File: config.mk
export PLATFORM = sky130hd
export DESIGN_NAME = fifo_byte_packer
export DESIGN_NICKNAME = d
export VERILOG_FILES = /design/src/rtl/fifo_byte_packer.sv
export SDC_FILE = /design/constraint.sdc
export NUM_CORES = 1
export LEC_CHECK = 0
export ABC_AREA = 1
export CAP_MARGIN = 20
export CORE_MARGIN = 4
export CORE_UTILIZATION = 50
export DETAILED_ROUTE_END_ITERATION = 8
export GPL_ROUTABILITY_DRIVEN = 0
export GPL_TIMING_DRIVEN = 0
export PLACE_DENSITY = 0.73
export SETUP_SLACK_MARGIN = 0.05
export SYNTH_ARGS = -nofsm -noshare
export SYNTH_HDL_FRONTEND = slang
export SYNTH_SLANG_ARGS = --single-unit
File: constraint.sdc
create_clock -name clk -period 4.5 [get_ports clk]
set_input_delay 0.45 -clock clk [delete_from_list [all_inputs] [get_ports clk]]
set_output_delay 0.45 -clock clk [all_outputs]
set_load 0.01 [all_outputs]
File: src/rtl/fifo_byte_packer.sv
// fifo_byte_packer
//   Read-side consumer of a synchronous byte FIFO. It pops bytes, packs LANES
//   consecutive bytes into one little-endian word and presents that word on a
//   valid/ready master port. A flush request emits a partially filled word
//   with a lane-keep mask and m_last set.
//
// Ports
//   clk      in   single clock, all logic on posedge
//   rst      in   synchronous active-high reset
//   empty    in   FIFO empty flag
//   dataout  in   FIFO read data, valid the cycle after r_en
//   r_en     out  FIFO pop request (combinational)
//   flush    in   single-cycle request to emit any partial word
//   m_valid  out  output word valid
//   m_ready  in   downstream accepts the word when m_valid && m_ready
//   m_data   out  packed word, first byte popped in bits [WIDTH-1:0]
//   m_keep   out  per-lane valid mask, all-ones for full words
//   m_last   out  word was produced by a flush
module fifo_byte_packer #(
  parameter int WIDTH = 8,
  parameter int LANES = 4
) (
  input  logic                   clk,
  input  logic                   rst,
  input  logic                   empty,
  input  logic [WIDTH-1:0]       dataout,
  output logic                   r_en,
  input  logic                   flush,
  output logic                   m_valid,
  input  logic                   m_ready,
  output logic [WIDTH*LANES-1:0] m_data,
  output logic [LANES-1:0]       m_keep,
  output logic                   m_last
);

  localparam int CW = $clog2(LANES + 1);
  localparam logic [CW-1:0] LANES_C = CW'(LANES);
  localparam logic [CW:0]   LANES_X = (CW + 1)'(LANES);

  logic [WIDTH*LANES-1:0] acc_q, acc_d;
  logic [CW-1:0]          cnt_q, cnt_d;
  logic [CW-1:0]          cnt_inc;
  logic                   rd_pend_q;
  logic                   acc_full_q, acc_full_d;
  logic                   flush_req_q, flush_req_d;
  logic                   m_valid_q, m_valid_d;
  logic [WIDTH*LANES-1:0] m_data_q, m_data_d;
  logic [LANES-1:0]       m_keep_q, m_keep_d;
  logic                   m_last_q, m_last_d;
  logic                   out_free;
  logic [CW:0]            fill_lvl;
  logic [WIDTH*LANES-1:0] part_data;
  logic [LANES-1:0]       part_keep;

  assign out_free = !m_valid_q || m_ready;

  // Bytes already captured plus the one in flight; one bit wider so the sum
  // cannot wrap.
  assign fill_lvl = {1'b0, cnt_q} + {{CW{1'b0}}, rd_pend_q};

  assign r_en = !empty && !rst && !flush_req_q && !acc_full_q && (fill_lvl < LANES_X);

  assign cnt_inc = cnt_q + 1'b1;

  // Partial word for a flush: stale bytes above cnt are masked to zero.
  always_comb begin
    part_data = '0;
    part_keep = '0;
    for (int i = 0; i < LANES; i++) begin
      if (i < int'(cnt_q)) begin
        part_keep[i]                = 1'b1;
        part_data[i*WIDTH +: WIDTH] = acc_q[i*WIDTH +: WIDTH];
      end
    end
  end

  always_comb begin
    acc_d       = acc_q;
    cnt_d       = cnt_q;
    acc_full_d  = acc_full_q;
    flush_req_d = flush_req_q | flush;
    m_valid_d   = m_valid_q & ~m_ready;
    m_data_d    = m_data_q;
    m_keep_d    = m_keep_q;
    m_last_d    = m_last_q;

    if (rd_pend_q) begin
      acc_d[int'(cnt_q)*WIDTH +: WIDTH] = dataout;
      cnt_d                             = cnt_inc;
    end

    if (rd_pend_q && (cnt_inc == LANES_C)) begin
      // Word completes on this capture; forward it directly when possible.
      if (out_free) begin
        m_valid_d   = 1'b1;
        m_data_d    = acc_d;
        m_keep_d    = '1;
        m_last_d    = flush_req_q | flush;
        cnt_d       = '0;
        flush_req_d = 1'b0;
      end else begin
        acc_full_d = 1'b1;
      end
    end else if (acc_full_q) begin
      if (out_free) begin
        m_valid_d   = 1'b1;
        m_data_d    = acc_q;
        m_keep_d    = '1;
        m_last_d    = flush_req_q | flush;
        cnt_d       = '0;
        acc_full_d  = 1'b0;
        flush_req_d = 1'b0;
      end
    end else if (flush_req_q && !rd_pend_q) begin
      if (cnt_q == '0) begin
        flush_req_d = 1'b0;
      end else if (out_free) begin
        m_valid_d   = 1'b1;
        m_data_d    = part_data;
        m_keep_d    = part_keep;
        m_last_d    = 1'b1;
        cnt_d       = '0;
        flush_req_d = 1'b0;
      end
    end
  end

  always_ff @(posedge clk) begin
    if (rst) begin
      acc_q       <= '0;
      cnt_q       <= '0;
      rd_pend_q   <= 1'b0;
      acc_full_q  <= 1'b0;
      flush_req_q <= 1'b0;
      m_valid_q   <= 1'b0;
      m_data_q    <= '0;
      m_keep_q    <= '0;
      m_last_q    <= 1'b0;
    end else begin
      acc_q       <= acc_d;
      cnt_q       <= cnt_d;
      rd_pend_q   <= r_en;
      acc_full_q  <= acc_full_d;
      flush_req_q <= flush_req_d;
      m_valid_q   <= m_valid_d;
      m_data_q    <= m_data_d;
      m_keep_q    <= m_keep_d;
      m_last_q    <= m_last_d;
    end
  end

  assign m_valid = m_valid_q;
  assign m_data  = m_data_q;
  assign m_keep  = m_keep_q;
  assign m_last  = m_last_q;

endmodule
Word level (Yosys, flattened, before mapping). Cells that the tools add are included.

Output and inout bits: 39. Bits in registers: 76. Input port bits: 13. Logic and storage cells: 92.

Multiplexer cells: 49. Add/sub/neg operators: 3. Shift operators: 2. Bitwise logic cells: 3. $lt $le $gt $ge: 5. Reductions and logical operators: 18. Equality and inequality tests: 3.

Operator list (number): $mux 32 (8); $neg 6->33 (1); $shift 8x33->32 const A (1); $shiftx 8x33->32 (1); $bwmux 32 (1); $mux 8 (4); $mux 1 (24); $mux 4 (6); $mux 3 (6); $logic_and 1x1->1 (6); $logic_not 1->1 (6); $lt 1x3->1 const A (2); $lt 2x3->1 const A (2); $reduce_and 3->1 (2); $reduce_bool 3->1 (2); $add 3x1->4 (1); $lt 4x3->1 const B (1); $add 3x1->3 const B (1); $eq 3x3->1 const B (1); $logic_not 3->1 (1); $ne 3x3->1 const B (1); $ne 2x2->1 const B (1); $and 1x1->1 (1); $logic_or 1x1->1 (1); other kinds (2) (2).

Logic depth before layout (Yosys ltp).
Word-level depth: 7. Mapped depth: 13.

Worst setup path before layout. OpenSTA, ideal clock, no wires.

Path kind: register -> register. Start point: register cnt_q[0]. End point: register m_data_q[15], in the netlist m_data[15]. Data arrival time: 1.782 ns. Slack: 2.652 ns. Library setup time: 0.066 ns. Stages on the path, launching flop included: 11. Path buffers: 1. Data required time: 4.434 ns. Cells stage by stage: dfxtp_1 buf_6 inv_2 ha_1 ha_1 nand3_2 nor2_2 inv_2 nand2_1 nand3_1 a21oi_2.

Word-level cells in the longest chain between the ends: 7.

Ends and longest elaborated chain: from (decl) (RTL line 41) `logic [CW-1:0] cnt_q, cnt_d;`; from (signal assigned) (RTL line 141) `cnt_q <= cnt_d;`; parallel branches: the longest is 7 deep, another holds $neg 6->33; to (signal assigned) (RTL line 146) `m_data_q <= m_data_d;`; to (decl) (RTL line 47) `logic [WIDTH*LANES-1:0] m_data_q, m_data_d;`.

Parallel ways; which one is timed is not known. The select of a mux whose other input is x is not followed. A chain may end at the register's enable or synchronous reset.

Worst setup path after layout.
Start point: register acc_full_q. End point: output r_en.

Word-level cells in the longest chain between the ends: 3.

Ends and longest elaborated chain: from (decl) (RTL line 44) `logic acc_full_q, acc_full_d;`; from (signal assigned) (RTL line 143) `acc_full_q <= acc_full_d;`; $logic_not 1->1 (RTL line 61) `assign r_en = !empty && !rst && !flush_req_q && !acc_full_q && (fill_lvl < LANES_X);`; $logic_and 1x1->1 (2 in series) (RTL line 61); to (decl) (RTL line 27) `output logic r_en,`.

No other way between the ends.

==> results.md <==
- Status: finished clean
- Antenna Cells: 0
- Hold Slack: 395 ps
- Worst-path clk slew: approximately 70 ps
- Num CTS Buffers: 9
- Min-Delay Endpoint: acc_q[29]
- Sequential area share after synthesis: 0.385
- Terminus of the critical flop-to-flop path: m_data[9]
- Power share of the combinational group: 0.167
- Largest family of logic cells by synthesized area: simple AND/OR/NAND/NOR gates
- Primary FF master, synth: dfxtp_1
- Crit path DAT: about 2200 ps
- Commonest cells post-synth: nand2_1, nor2_1, inv_1
- GRT Residual Overflow: 0
- Placed cell count: 781
- Post-route minimum period: 2630 ps
- Sink Count: 76
- Worst-Margin Slew: 558 ps
- Post-CTS Resized: 0
- Met1 WL: 4490 µm
- Internal Power: 1050 µW
- Hold Path Origin: rst
- Area leader, netlist: dfxtp_1
- Largest net degree at the start of global routing: 12
- Synth Area in XOR/XNOR: 0
- Die area: 0.00939 mm²
- IO Pins: 52
- Max transition margin: 0.628
- Setup Viol. Count Final: 0
- Routed len/inst: roughly 12 µm
- Die Ht: 96.9 µm
- ANT nets after route: 0
- H-tree Lvls: 3
- RSZ-0062 raised after global routing: false
- Critical Path Start Type: flip-flop
- I/O Buffers: 50
- Total iterations of the first detailed-routing run: 5
- Worst-skew pair later-pin latency: between 300 and 400 ps
- Seq cells post-synth: 76
- Hold Buf Count CTS: 0
- Core area: 0.00769 mm²
- Hold path depth: 2
- Static Leak: 0.00233 µW
- Yosys cell types: 27
- Area post-placement: 0.00458 mm²
- Share of cells above drive strength 1: 0.0777
- Non-filler cells in the finished layout: ~800
- Tcrit/Tclk final: 0.585
- Iter 0 DRT Violations: roughly 180
- Max_cap viols: 0
- Max IR drop VDD: 0.163 mV
- Min-Delay Path Class: in2reg
- Dpl hpwl: 7080 µm
- Top cells by area, synth: dfxtp_1, nand2_1, nor2_1
- WP data required: 4050 ps
- Synthesized Nets: 648
- Worst reg-to-reg setup slack: about 2300 ps
- Mapped Cells: 629
- Mux cell area share after synthesis: 0
- Syn avg cell area: 6.28 µm²
- Hold Vio Cnt, Final: 0
- Compound-Gate Fraction of Synth Area: 0.0649
- First-pass GRT wire length: 16,400 µm
- Longest Clk Path Bufs: 2
- Final Slew Violations: 0
- Clk Tree Root Cell: clkbuf_8
- Post-CTS Setup Inserts: 0
- Reg power frac: 0.493
- Post-Synth Adder-Cell Area: 0.0190
- Post-synth EDFFs: 0
- DR WL met2: approximately 4700 µm
- Final Cell Area: 0.00476 mm²
- DR vias: between 3,000 and 4,000
- Setup_tns: 0 ps
- Pwr Density: about 300 mW/mm²
- Crit Path Category: reg2out
- Switching fraction of total power: 0.279
- Residual DRC: 0
- TritonCTS clock tree: yes
- DR vias/cell: 4.87
- Mapped cell area: 0.00395 mm²
- Yosys top cell area share: 0.385
- R2r worst-path depth: 10
- Num rows: 32
- WL final: about 9800 µm
- Vias in the first global route: 3,578
- Net count, final: 709
- Clock skew: between 8 and 9 ps
- P_sw: approximately 410 µW
- Setup crit start: acc_full_q
- Met3 routed WL: 394 µm
- All-Layer GR Usage: 0.212
- Syn. warnings: 0
- CP max FO: 10
- Post-Synth Simple-Gate Area: 0.394
- Uppermost layer routed: met4
- P&R area growth vs syn: 20.5%
- Synth async-reset ratio: 0
- Clk pwr share: 0.340
- Die width: 96.9 µm
- Most common cell in the netlist: nand2_1
- FMAX: 380 MHz
- Worst Setup End Kind: output port
- Starting Density: 0.514
- Initial antenna violation count: 0
- Overall power: 1450 µW
- Reg-to-Reg Start: cnt_q[0]
logic make-up after synthesis:
group / Yosys count
DFF: 76
and+or+nand+nor: 372
adders and majority gates: 6
buffers and inverters: 127
AOI/OAI and AO/OA: 48
layer usage:
layer | global-route usage | vias to the layer above
met2 | 0.364 | 88
met1 | 0.264 | 1762
li1 | - | 2018
met3 | 0.0332 | 16
met4 | 0.0853 | 0
met5 | 0 | -
sequential cells by signal, indices dropped and copies added (netlist names):
name         cells
acc_q           32
m_data          32
m_keep           4
cnt_q            3
acc_full_q       1
flush_req_q      1
m_last           1
m_valid          1
rd_pend_q        1
per-stage QoR:
stage / util / setup slack [ps]
2_1_floorplan: - / 2650
4_1_cts: 0.619 / 1840
3_5_place_dp: 0.596 / 1890
6_report: 0.619 / 1870
5_1_grt: 0.619 / 1680
3_3_place_gp: 0.596 / 1890
worst max-delay path, stage by stage, from the launching register on:
cell and delay, ps:
dfxtp_1 390, nor2_1 230, buf_2 290, nand3_1 130, a211oi_1 220, clkdlybuf4s50_1 580
how the worst max path moves through the flow:
| stage | end | depth (start not counted) |
|---|---|---|
| finish | r_en | 5 |
| global placement | r_en | 6 |
| global route | r_en | 5 |
| floorplan | m_data[15] | 10 |
| detailed placement | r_en | 6 |
| CTS | r_en | 5 |
area by class of cell:
type	count	area, µm²
repair buffers	50	500
inverters	102	385
multi-input cells	426	1890
clock inverters	1	5.00
clock buffers	15	176
fillers	752	2930
plain buffers	25	155
flip-flops and latches	76	1520
well taps	102	128
cell usage in the layout, fill, tap and decap left out:
cell type,count
a211oi_1,2
a21o_1,1
a21oi_1,35
a21oi_2,2
a31oi_1,1
buf_2,13
buf_4,2
buf_6,5
clkbuf_1,8
clkbuf_8,12
clkdlybuf4s50_1,50
clkinv_2,1
dfxtp_1,76
ha_1,6
inv_1,98
inv_2,3
inv_4,1
nand2_1,189
nand2_2,5
nand2_4,1
nand3_1,52
nand3_2,1
nor2_1,104
nor2_2,2
nor2_4,4
nor2_8,1
nor3_1,11
nor4_1,1
o21ai_0,7
or2_2,1
power groups by stage:
stage | Sequential (µW) | Clock [µW] | Combinational [µW]
after global placement | 731 | 0 | 239
after detailed placement | 732 | 0 | 242
after CTS | 716 | 498 | 243
final | 716 | 493 | 243
after global routing | 719 | 529 | 272
after floorplan | 740 | 0 | 143
Note: power is estimated with default switching activity, not from simulation.
